### config.mk
export PLATFORM = sky130hd
export DESIGN_NAME = hazard_forward_ctrl
export DESIGN_NICKNAME = d
export VERILOG_FILES = /design/src/rtl/riscv_pkg.sv /design/src/rtl/fwd_select_calc.sv /design/src/rtl/hazard_forward_ctrl.sv
export SDC_FILE = /design/constraint.sdc
export NUM_CORES = 1
export LEC_CHECK = 0
export ABC_AREA = 1
export CAP_MARGIN = 25
export CORE_AREA = 2 2 77 79
export CTS_CLUSTER_DIAMETER = 30
export CTS_CLUSTER_SIZE = 12
export DETAILED_ROUTE_END_ITERATION = 8
export DIE_AREA = 0 0 79 81
export GPL_ROUTABILITY_DRIVEN = 0
export HOLD_SLACK_MARGIN = 0.03
export PLACE_DENSITY = 0.82
export SYNTH_ARGS = -nofsm -noshare
export SYNTH_HDL_FRONTEND = slang
export SYNTH_HIERARCHICAL = 1
export SYNTH_SLANG_ARGS = --single-unit
### constraint.sdc
create_clock -name clk -period 2 [get_ports clk]
set_input_delay 0.2 -clock clk [delete_from_list [all_inputs] [get_ports clk]]
set_output_delay 0.2 -clock clk [all_outputs]
set_load 0.01 [all_outputs]
### src/rtl/riscv_pkg.sv
`default_nettype none
// ============================================================================
// Module      : riscv_pkg
// Description : Shared core definitions for the five-stage RISC-V pipeline.
//               Holds the EX operand-forwarding select encoding and the
//               hazard-controller FSM state type.
// Revision    : 1.0  initial release
// ============================================================================
package riscv_pkg;

    // EX operand-mux select encoding.
    localparam logic [1:0] FWD_RF   = 2'b00;  // register-file value
    localparam logic [1:0] FWD_RSVD = 2'b01;  // reserved, never driven
    localparam logic [1:0] FWD_EXM  = 2'b10;  // EX/MEM result
    localparam logic [1:0] FWD_MWB  = 2'b11;  // MEM/WB result

    typedef enum logic [0:0] {
        RUN   = 1'b0,
        STALL = 1'b1
    } hz_state_t;

endpackage : riscv_pkg
`default_nettype wire

### src/rtl/fwd_select_calc.sv
`default_nettype none
// ============================================================================
// Module      : fwd_select_calc
// Description : Combinational forwarding-select priority compare for one
//               source operand of the instruction in ID.
// Ports       : rs, rs_used        - source index and its use flag
//               ex_rd, ex_we       - ID/EX destination shadow
//               mem_rd, mem_we     - EX/MEM destination shadow
//               sel                - next forwarding select
// Revision    : 1.0  initial release
// ============================================================================
module fwd_select_calc
    import riscv_pkg::*;
#(
    parameter int REG_AW = 5
) (
    input  logic [REG_AW-1:0] rs,
    input  logic              rs_used,
    input  logic [REG_AW-1:0] ex_rd,
    input  logic              ex_we,
    input  logic [REG_AW-1:0] mem_rd,
    input  logic              mem_we,
    output logic [1:0]        sel
);

    // The younger producer (now in ID/EX, in EX/MEM next cycle) wins over
    // the older one. x0 is hard-wired zero and is never forwarded.
    always_comb begin
        sel = FWD_RF;
        if (rs_used && ex_we && (ex_rd != '0) && (ex_rd == rs)) begin
            sel = FWD_EXM;
        end else if (rs_used && mem_we && (mem_rd != '0) && (mem_rd == rs)) begin
            sel = FWD_MWB;
        end
    end

endmodule : fwd_select_calc
`default_nettype wire

### src/rtl/hazard_forward_ctrl.sv
`default_nettype none
// ============================================================================
// Module      : hazard_forward_ctrl
// Description : Pipeline hazard controller. Shadows the destination state of
//               ID/EX, EX/MEM and MEM/WB, detects load-use hazards (stall +
//               ID/EX bubble) and registers the EX forwarding selects.
// Ports       : clk, rst_n                    - clock, async active-low reset
//               id_rs1/2, id_rs1/2_used       - ID source operands
//               id_rd, id_reg_write,
//               id_mem_read                   - ID destination info
//               flush                         - squash ID instruction
//               hold                          - global freeze
//               stall                         - combinational load-use stall
//               operand1/2_select             - registered EX forward selects
//               stall_count                   - saturating stall-cycle count
// Revision    : 1.0  initial release
// ============================================================================
module hazard_forward_ctrl
    import riscv_pkg::*;
#(
    parameter int REG_AW = 5,
    parameter int CNT_W  = 16
) (
    input  logic              clk,
    input  logic              rst_n,
    input  logic [REG_AW-1:0] id_rs1,
    input  logic [REG_AW-1:0] id_rs2,
    input  logic              id_rs1_used,
    input  logic              id_rs2_used,
    input  logic [REG_AW-1:0] id_rd,
    input  logic              id_reg_write,
    input  logic              id_mem_read,
    input  logic              flush,
    input  logic              hold,
    output logic              stall,
    output logic [1:0]        operand1_select,
    output logic [1:0]        operand2_select,
    output logic [CNT_W-1:0]  stall_count
);

    localparam logic [CNT_W-1:0] c_cnt_one = {{(CNT_W-1){1'b0}}, 1'b1};

    logic [REG_AW-1:0] r_ex_rd, r_mem_rd, r_wb_rd;
    logic              r_ex_we, r_mem_we, r_wb_we;
    logic              r_ex_load, r_mem_load;
    logic [1:0]        r_sel1, r_sel2;
    logic [CNT_W-1:0]  r_stall_count;
    hz_state_t         r_state;

    logic [1:0]        w_sel1, w_sel2;
    logic              w_stall;
    logic              w_unused;

    // MEM/WB shadow and the EX/MEM load flag are kept for pipeline
    // visibility; WB-to-ID hazards are covered by register-file write-through.
    assign w_unused = ^{r_mem_load, r_wb_rd, r_wb_we};

    assign w_stall = r_ex_load && r_ex_we && (r_ex_rd != '0) &&
                     ((id_rs1_used && (r_ex_rd == id_rs1)) ||
                      (id_rs2_used && (r_ex_rd == id_rs2))) && !flush;

    fwd_select_calc #(.REG_AW(REG_AW)) u_fwd_rs1 (
        .rs      (id_rs1),
        .rs_used (id_rs1_used),
        .ex_rd   (r_ex_rd),
        .ex_we   (r_ex_we),
        .mem_rd  (r_mem_rd),
        .mem_we  (r_mem_we),
        .sel     (w_sel1)
    );

    fwd_select_calc #(.REG_AW(REG_AW)) u_fwd_rs2 (
        .rs      (id_rs2),
        .rs_used (id_rs2_used),
        .ex_rd   (r_ex_rd),
        .ex_we   (r_ex_we),
        .mem_rd  (r_mem_rd),
        .mem_we  (r_mem_we),
        .sel     (w_sel2)
    );

    always_ff @(posedge clk or negedge rst_n) begin
        if (!rst_n) begin
            r_ex_rd       <= '0;
            r_ex_we       <= 1'b0;
            r_ex_load     <= 1'b0;
            r_mem_rd      <= '0;
            r_mem_we      <= 1'b0;
            r_mem_load    <= 1'b0;
            r_wb_rd       <= '0;
            r_wb_we       <= 1'b0;
            r_sel1        <= FWD_RF;
            r_sel2        <= FWD_RF;
            r_stall_count <= '0;
            r_state       <= RUN;
        end else if (!hold) begin
            r_wb_rd    <= r_mem_rd;
            r_wb_we    <= r_mem_we;
            r_mem_rd   <= r_ex_rd;
            r_mem_we   <= r_ex_we;
            r_mem_load <= r_ex_load;

            if (flush || w_stall) begin
                // Bubble: the ID instruction does not enter EX this cycle.
                r_ex_rd   <= '0;
                r_ex_we   <= 1'b0;
                r_ex_load <= 1'b0;
                r_sel1    <= FWD_RF;
                r_sel2    <= FWD_RF;
            end else begin
                r_ex_rd   <= id_rd;
                r_ex_we   <= id_reg_write;
                r_ex_load <= id_mem_read;
                r_sel1    <= w_sel1;
                r_sel2    <= w_sel2;
            end

            case (r_state)
                RUN: begin
                    if (w_stall) begin
                        r_state <= STALL;
                        if (r_stall_count != '1) begin
                            r_stall_count <= r_stall_count + c_cnt_one;
                        end
                    end
                end
                // The bubble now sits in ID/EX, so the hazard is clear.
                STALL:   r_state <= RUN;
                default: r_state <= RUN;
            endcase
        end
    end

    assign stall           = w_stall;
    assign operand1_select = r_sel1;
    assign operand2_select = r_sel2;
    assign stall_count     = r_stall_count;

endmodule : hazard_forward_ctrl
`default_nettype wire

# == Yosys cells after proc, flatten, opt, wreduce, memory -nomap -nowiden ==
# Cells that the tools add are included.
# W data, S select, Z words.
# totals
reg_bits,34
latch_bits,0
mem_bits_rw,0
romBits,0
input_bits,23
out_inout_bits,21
mem_count,0
# op_classes
n_addsub,1
n_mul,0
div,0
order_cmp,0
n_eq_ne,5
n_shift,0
muxes,11
n_bitwise,2
n_reduce_logical,24
# ops
op,count
$eq A5 B5 Y1,4
$logic_and A1 B1 Y1,18
$add A16 B1 Y16 const B,1
$ne A16 B16 Y1 const B,1
$mux W2,6
$reduce_bool A5 Y1,2
$mux W5,1
$reduce_and A4 Y1,1
$mux W1,3
$logic_or A1 B1 Y1,2
$not A1 Y1,2
$pmux W1 S2,1
$logic_not A1 Y1,1

# == Depth between registers and ports, before layout ==
# Gate-level depths: netlist of run 1.
# logic_depth
depth_word,7
ltp_mapped,11
mapped_depth_nobuf,10

# == Cells and area by module ==
# The synthesis of run 1 kept the hierarchy.
# by_module_without_submodules
module,n_inst,cells_per_inst,area_each_um2,seq_area_each_um2
hazard_forward_ctrl,1,295,2222.1,850.8
fwd_select_calc,2,56,250.2,0.0

# == Worst setup path before layout of run 1 ==
# OpenSTA, ideal clock, no wires.
# synth_timing
path_kind,register -> register
from,register r_stall_count[0] (netlist: stall_count[0])
to,register r_stall_count[15] (netlist: stall_count[15])
t_arrival_ns,1.528
required_time_ns,1.879
setup_slack_ns,0.351
stages_incl_launch_ff,12
n_path_buf,1
synth_period_minus_slack_ns,1.649
path_cell_list,dfrtp_1 > ha_1 > nand2_1 > nor2_4 > nand2_2 > nor3_2 > nand3_2 > buf_6 > nand3_2 > inv_1 > nand3_1 > nand2_1
# synth_via
elab_chain_cells,2
word_cells_on_any_way,3
classes_between,add/sub: 1; eq/ne: 1; reduce/logical: 1
# synth_lines
element,line_no,rtl
start: declaration,hazard_forward_ctrl.sv:47,logic [CNT_W-1:0] r_stall_count;
start signal: assignment,hazard_forward_ctrl.sv:123,r_stall_count <= r_stall_count + c_cnt_one;
"parallel branches: the longest is 2 deep, another holds $add A16 B1 Y16",-,
# Several ways; the timed one is not identified.
# A chain may end at the register's enable or synchronous reset.

# == Worst setup path in the final report of run 1 ==
# layout_timing
from,register r_ex_rd[1]
to,output stall
# layout_via
elab_chain_cells,5
word_cells_on_any_way,9
classes_between,eq/ne: 2; reduce/logical: 7
# layout_lines
element,line_no,rtl
start: declaration,hazard_forward_ctrl.sv:43,"logic [REG_AW-1:0] r_ex_rd, r_mem_rd, r_wb_rd;"
start signal: assignment,hazard_forward_ctrl.sv:111,r_ex_rd <= id_rd;
"$eq A5 B5 Y1, on equally long branches","hazard_forward_ctrl.sv:59, hazard_forward_ctrl.sv:60",
"$logic_and A1 B1 Y1, on equally long branches","hazard_forward_ctrl.sv:59, hazard_forward_ctrl.sv:60",
$logic_or A1 B1 Y1,hazard_forward_ctrl.sv:59,((id_rs1_used && (r_ex_rd == id_rs1)) ||
$logic_and A1 B1 Y1 (*),hazard_forward_ctrl.sv:58,assign w_stall = r_ex_load && r_ex_we && (r_ex_rd != '0) &&
$logic_and A1 B1 Y1 (*),hazard_forward_ctrl.sv:60,(id_rs2_used && (r_ex_rd == id_rs2))) && !flush;
end: declaration,hazard_forward_ctrl.sv:35,"output logic stall,"
# Every way passes the cells marked *; elsewhere a longest branch is shown, timed or not.

==> impl_metrics.csv, run 1 <==
group,metric,value,unit
clocking,cts_sinks,34,
worst_setup_path,crit_required,1.80,ns
detailed_routing,vias,2700,
worst_setup_path,ff2ff_setup_slack,0.17,ns
detailed_routing,drtIter0Drc,106,
worst_setup_path,rr_endpoint,"stall_count[8]",
detailed_routing,route.detailed.drc,0,
finish,area_growth,28.9,%
global_routing,antenna_found_initial,0,
finish,layout.cells.non_filler,553,
logic_synthesis,ys_async_sr_fraction,1.00,
timing,slew-limit-headroom,0.712,
logic_synthesis,synth_edf_count,0,
detailed_routing,first_pass_iters,4,
min_path,min_path_type,"in -> async",
detailed_routing,ant_nets,0,
finish,antenna_cells,0,
detailed_routing,wl,6.64,mm
timing,layout_min_cycle_time,1.84,ns
placement,port_buffers,43,
detailed_routing,wl_per_cell,12.0,um
clocking,cts_buffers,5,
worst_setup_path,cp-end-kind,"output pin",
timing,drv_slew,0,
global_routing,grt_util_met1,0.258,
clocking,path_clk_slew,0.07,ns
logic_synthesis,synth-main-ff-cell,"dfrtp_1",
finish,drive_above_1_share,0.201,
timing,skew,0.00808,ns
timing,setup_viol,0,
logic_synthesis,synth.top_cell.area_share,0.313,
logic_synthesis,synthCells,407,
clocking,clk_latency,0.29,ns
logic_synthesis,syn-num-nets,431,
die,dieArea,0.00640,mm2
worst_setup_path,worstPathArrival,1.64,ns
global_routing,grt_pass1_vias,2600,
logic_synthesis,ys_warn_count,6,
finish,fin_nets,501,
die,die_y,81,um
logic_synthesis,ys_types,31,
worst_setup_path,crit_type,"reg -> out",
global_routing,grt_max_degree,35,
clocking,htreeDepth,2,
timing,worstMarginPinSlew,0.432,ns
logic_synthesis,ys_seq_area_frac,0.313,
run_status,status,"finished, final reports clean",
die,core,0.00568,mm2
global_routing,overflow,0,
logic_synthesis,syn_area,0.00272,mm2
placement,dp.cells,542,
clocking,cts_max_path_buffers,2,
global_routing,grt_usage,0.220,
logic_synthesis,synth_area_per_cell,6.69,um2
timing,fin_crit_sh,0.922,
timing,rsz0062_at_grt,"no",
clocking,cts_tree,"done",
global_routing,use_met3,0.0322,
worst_setup_path,cp_max_fo,8,
logic_synthesis,synth_top_area_cell,"dfrtp_1",
worst_setup_path,startpoint_type,"flop",
placement,hpwl,5.03,mm
logic_synthesis,ys_ff_latch,34,
detailed_routing,routed_via_density,4.88,
die,pin_count,44,
logic_synthesis,yosys-top-cells-area,"dfrtp_1 31%, nand2_1 18%, inv_1 9.9%, nand3_2 8.5%, nor2_1 4.5%",
power,power_leakage,1.86,nW
logic_synthesis,synth_commonest_cells,"130 x nand2_1, 72 x inv_1, 34 x dfrtp_1",
clocking,cts_root_buf,"clkbuf_8",
power,power_density,464,mW/mm2
global_routing,met2_usage,0.415,
die,die_w,79,um
logic_synthesis,yosysMostFrequentCell,"nand2_1",
job,drv_cap,0,
die,rows,28,
timing,holdWs,0.312,ns
timing,fmax,0.542,GHz
global_routing,grt_pass1_wl,11.3,mm
worst_setup_path,worstReg2RegStart,"stall_count[0]",
power,vdd_drop_max,436,uV
timing,hold_viol_final,0,
global_routing,busiest_layer,"met2",
worst_setup_path,r2r_cells,11,
die,start_util,0.480,
clocking,cts-hold-fix-buffers,0,
==> where the power goes <==
part | internal, mW | total, mW | switching, mW
Sequential | 0.712 | 0.752 | 0.0400
Combinational | 0.150 | 0.334 | 0.184
Clock | 0.277 | 0.541 | 0.264
Total | 1.14 | 1.63 | 0.488
==> critical path: stages (launching register included) <==
cell and delay, ns:
dfrtp_2 0.47, inv_2 0.09, nand2_1 0.07, nand2_1 0.06
nor2_2 0.09, nand3_2 0.10, nand2_4 0.09, nand3_4 0.07
inv_1 0.06, dlygate4sd2_1 0.25
==> registers in the layout, indices dropped and copies added (netlist names) <==
signal,count
r_mem_rd,5
operand1_select,2
r_state,1
stall_count,16
r_ex_rd,5
operand2_select,2
r_ex_load,1
r_mem_we,1
r_ex_we,1
==> layer usage <==
| metal | up-vias | part of all wire |
|---|---|---|
| met4 | 0 | 0.016 |
| met2 | 55 | 0.51 |
| met3 | 12 | 0.039 |
| met5 | - | 0 |
| li1 | 1386 | - |
| met1 | 1247 | 0.43 |
==> metrics by stage <==
stage / setup WS (ns) / total power [mW] / utilization / cell area, um2 / TNS, ns
CTS: 0.0687 / 1.63 / 0.614 / 3480 / 0
global placement: -0.00618 / 1.08 / 0.595 / 3380 / -0.00618
detailed placement: -0.0431 / 1.09 / 0.595 / 3380 / -0.0431
floorplan: 0.351 / 0.939 / - / 2720 / 0
finish: 0.155 / 1.63 / 0.618 / 3510 / 0
global route: 0.0122 / 1.72 / 0.618 / 3510 / 0
==> cell type report <==
| type | count | area (um2) |
|---|---|---|
| timing repair buffer | 72 | 647 |
| multi-input combinational | 275 | 1480 |
| tap | 75 | 93.8 |
| sequential | 34 | 856 |
| inverter | 89 | 334 |
| fill | 525 | 2170 |
| clock inverter | 2 | 12.5 |
| clock buffer | 6 | 82.6 |
==> worst max-delay path by stage <==
stage                                 end  slack [ns]      startpoint  cells past startpoint
after detailed placement            stall       -0.04       id_rs1[2]                     10
final                               stall        0.16      r_ex_rd[1]                      9
after global placement              stall      -0.006       id_rs1[1]                     10
after global routing                stall        0.01      r_ex_rd[0]                      8
after CTS                  stall_count[0]        0.07  stall_count[0]                     10
after floorplan           stall_count[15]        0.35  stall_count[0]                     11
==> cells by family after synthesis <==
family / count (synthesis) / synth area share
xor gates and xnor gates: 5 / 0.0161
buffers and inverters: 98 / 0.146
adders and majority gates: 1 / 0.00459
AOI/OAI and AO/OA: 39 / 0.101
and+or+nand+nor: 230 / 0.420
DFF: 34 / 0.313
==> repair_timing <==
item / in CTS / in global routing
setup buffers: 1 / 2
gates resized for setup: 5 / 2
pin swaps: 0 / 1
hold endpoints to repair: 0 / 0
setup endpoints to repair: 1 / 12
==> cells in the final DEF (no fill, tap or decap), types with 2 or more instances in the layout <==
cell type / count
buf_4: 29
nand3_1: 21
o21ai_1: 3
xor2_1: 5
nand3_2: 23
o21ai_0: 11
nor2_2: 7
nand2_2: 2
inv_2: 15
nand2_1: 129
dfrtp_1: 30
clkdlybuf4s50_1: 42
inv_1: 72
a21boi_4: 2
o22ai_1: 6
nor2_1: 33
o21bai_1: 16
clkinv_1: 2
nand4_1: 8
clkbuf_8: 6
dfrtp_2: 4
Note: power is estimated with default switching activity, not from simulation.
==> run 2: changes to the inputs <==
==> constraint.sdc (replaced) <==
create_clock -name clk -period 2 [get_ports clk]
set_input_delay 0.2 -clock clk [delete_from_list [all_inputs] [get_ports clk]]
set_output_delay 0.2 -clock clk [all_outputs]
set_load 0.1 [all_outputs]
==> run 2 against run 1 <==
Clock power is 3.9% lower. Worst hold slack worse by 0.0042 ns. Critical path depth stayed put. Cell area is 4.4% lower. Sequential cell count did not move. Maximum frequency fell by 3.1%. Largest power group unchanged.
==> impl_metrics.csv, run 2 (same netlist as run 1, synthesis figures left out) <==
group,metric,value,unit
global_routing,antenna_found_initial,0,
worst_setup_path,crit_type,"reg -> out",
worst_setup_path,cp_common_cell,"nand2_1",
clocking,cts_sinks,34,
power,pwr-share-clk,0.328,
global_routing,grt_max_degree,35,
power,p_int,1.12,mW
die,die_y,81,um
die,core,0.00568,mm2
worst_setup_path,critPathTopFamily,"simple AND/OR/NAND/NOR gates",
detailed_routing,wl_per_cell,12.6,um
worst_setup_path,path_buf_inv,3,
timing,setup_viol,0,
worst_setup_path,startpoint_type,"flop",
clocking,cts-hold-fix-buffers,0,
finish,drive_above_1_share,0.236,
global_routing,grt_pass1_wl,11.5,mm
worst_setup_path,worstReg2RegStart,"stall_count[0]",
timing,hold_viol_final,0,
job,drv_cap,0,
run_status,status,"finished, final reports clean",
placement,port_buffers,43,
timing,skew,0.00594,ns
finish,largest_register_ffs,16,
worst_setup_path,slowest_delay,0.39,ns
worst_setup_path,r2r_cells,10,
worst_setup_path,cp.depth,9,
power,p_seq_frac,0.476,
power,vdd_drop_max,351,uV
finish,final_common_cell,"nand2_1",
clocking,path_clk_slew,0.07,ns
placement,dp.cells,524,
worst_setup_path,cpMaxStageDelayCell,"dfrtp_1",
detailed_routing,first_pass_iters,5,
detailed_routing,dr_wl_met3,334,um
min_path,min_path_type,"in -> async",
finish,fin_nets,484,
clocking,cts_root_buf,"clkbuf_8",
detailed_routing,highest_layer,"met4",
power,power_leakage,1.78,nW
global_routing,overflow,0,
global_routing,grt_usage,0.225,
die,dieArea,0.00640,mm2
die,pin_count,44,
worst_setup_path,cp-end-kind,"output pin",
die,start_util,0.480,
detailed_routing,drtIter0Drc,135,
timing,worstMarginPinSlew,0.429,ns
worst_setup_path,crit_required,1.80,ns
detailed_routing,routed_via_density,5.04,
power,power_density,473,mW/mm2
finish,antenna_cells,0,
detailed_routing,ant_nets,0,
placement,hpwl,5.03,mm
timing,setup_tns,0,ns
detailed_routing,met1_length,2.79,mm
clocking,cts_max_path_buffers,2,
detailed_routing,wl,6.75,mm
die,rows,28,
detailed_routing,wl_met2,3.49,mm
detailed_routing,vias,2702,
worst_setup_path,ff2ff_setup_slack,0.17,ns
worst_setup_path,worstPathArrival,1.70,ns
timing,layout_min_cycle_time,1.90,ns
power,switching_share,0.295,
timing,fin_crit_sh,0.951,
die,die_w,79,um
finish,layout.cells.non_filler,536,
finish,layout_common_cells,"130 x nand2_1, 71 x inv_1, 33 x nor2_1",
worst_setup_path,cp_max_fo,8,
finish,area_growth,23.2,%
timing,slew-limit-headroom,0.714,
timing,fmax,0.525,GHz
clocking,htreeDepth,2,
power,combPwrFrac,0.196,
worst_setup_path,rr_endpoint,"stall_count[1]",
power,p_sw,0.467,mW
worst_setup_path,cp_cell_sequence,"buf_4 > nand2_1 > nand2_1 > nor2_2 > nand3_2 > nand2_4 > nand3_4 > inv_2 > buf_12",
detailed_routing,route.detailed.drc,0,
global_routing,grt_pass1_vias,2707,
clocking,clk_latency,0.29,ns
power,p_total,1.59,mW
clocking,cts_tree,"done",
timing,rsz0062_at_grt,"no",
clocking,cts_buffers,5,
timing,drv_slew,0,
## run 2: power groups by stage
stage          registers [mW]  logic (mW)  clock network [mW]
2_1_floorplan           0.756       0.185                   0
3_3_place_gp            0.765       0.293                   0
3_5_place_dp            0.767       0.301                   0
4_1_cts                 0.755       0.303               0.531
5_1_grt                 0.758       0.350               0.561
6_report                0.754       0.311               0.520
## run 2: layout make-up
type	instances	area, um2
Tap cell	75	93.8
Clock inverter	1	5.00
Multi-Input combinational cell	275	1480
Sequential cell	34	873
Clock buffer	7	86.3
Fill cell	532	2320
Inverter	89	334
Timing Repair Buffer	55	480
## run 2: how the worst max path moves through the flow
| stage | from | endpoint | slack (ns) |
|---|---|---|---|
| after floorplan | stall_count[10] | stall_count[15] | 0.04 |
| after global placement | stall_count[0] | stall_count[11] | 0.11 |
| after detailed placement | id_rs2[1] | stall_count[3] | 0.06 |
| after CTS | r_ex_rd[1] | stall | 0.04 |
| after global routing | r_ex_rd[1] | stall | 0.02 |
| final | r_ex_rd[3] | stall | 0.1 |
## run 2: stage by stage
step,setup WS (ns),hold slack [ns],util,area (um2)
6_report,0.0970,0.308,0.591,3350
5_1_grt,0.0160,0.350,0.591,3350
4_1_cts,0.0388,0.323,0.584,3320
3_5_place_dp,0.0557,0.482,0.567,3220
3_3_place_gp,0.105,0.475,0.567,3220
2_1_floorplan,0.0434,-0.0956,-,2740
## run 2: what timing repair did
action | in CTS | in global routing
endpoints found under the setup margin | 1 | 12
pin swaps | 0 | 1
resized for setup | 3 | 3
setup buffers | 0 | 4
## run 2: metal layers
metal  up-vias  GRT usage
met2        92      0.433
met1      1245      0.249
met4         0     0.0862
li1       1349          -
met3        16     0.0333
met5         -          0
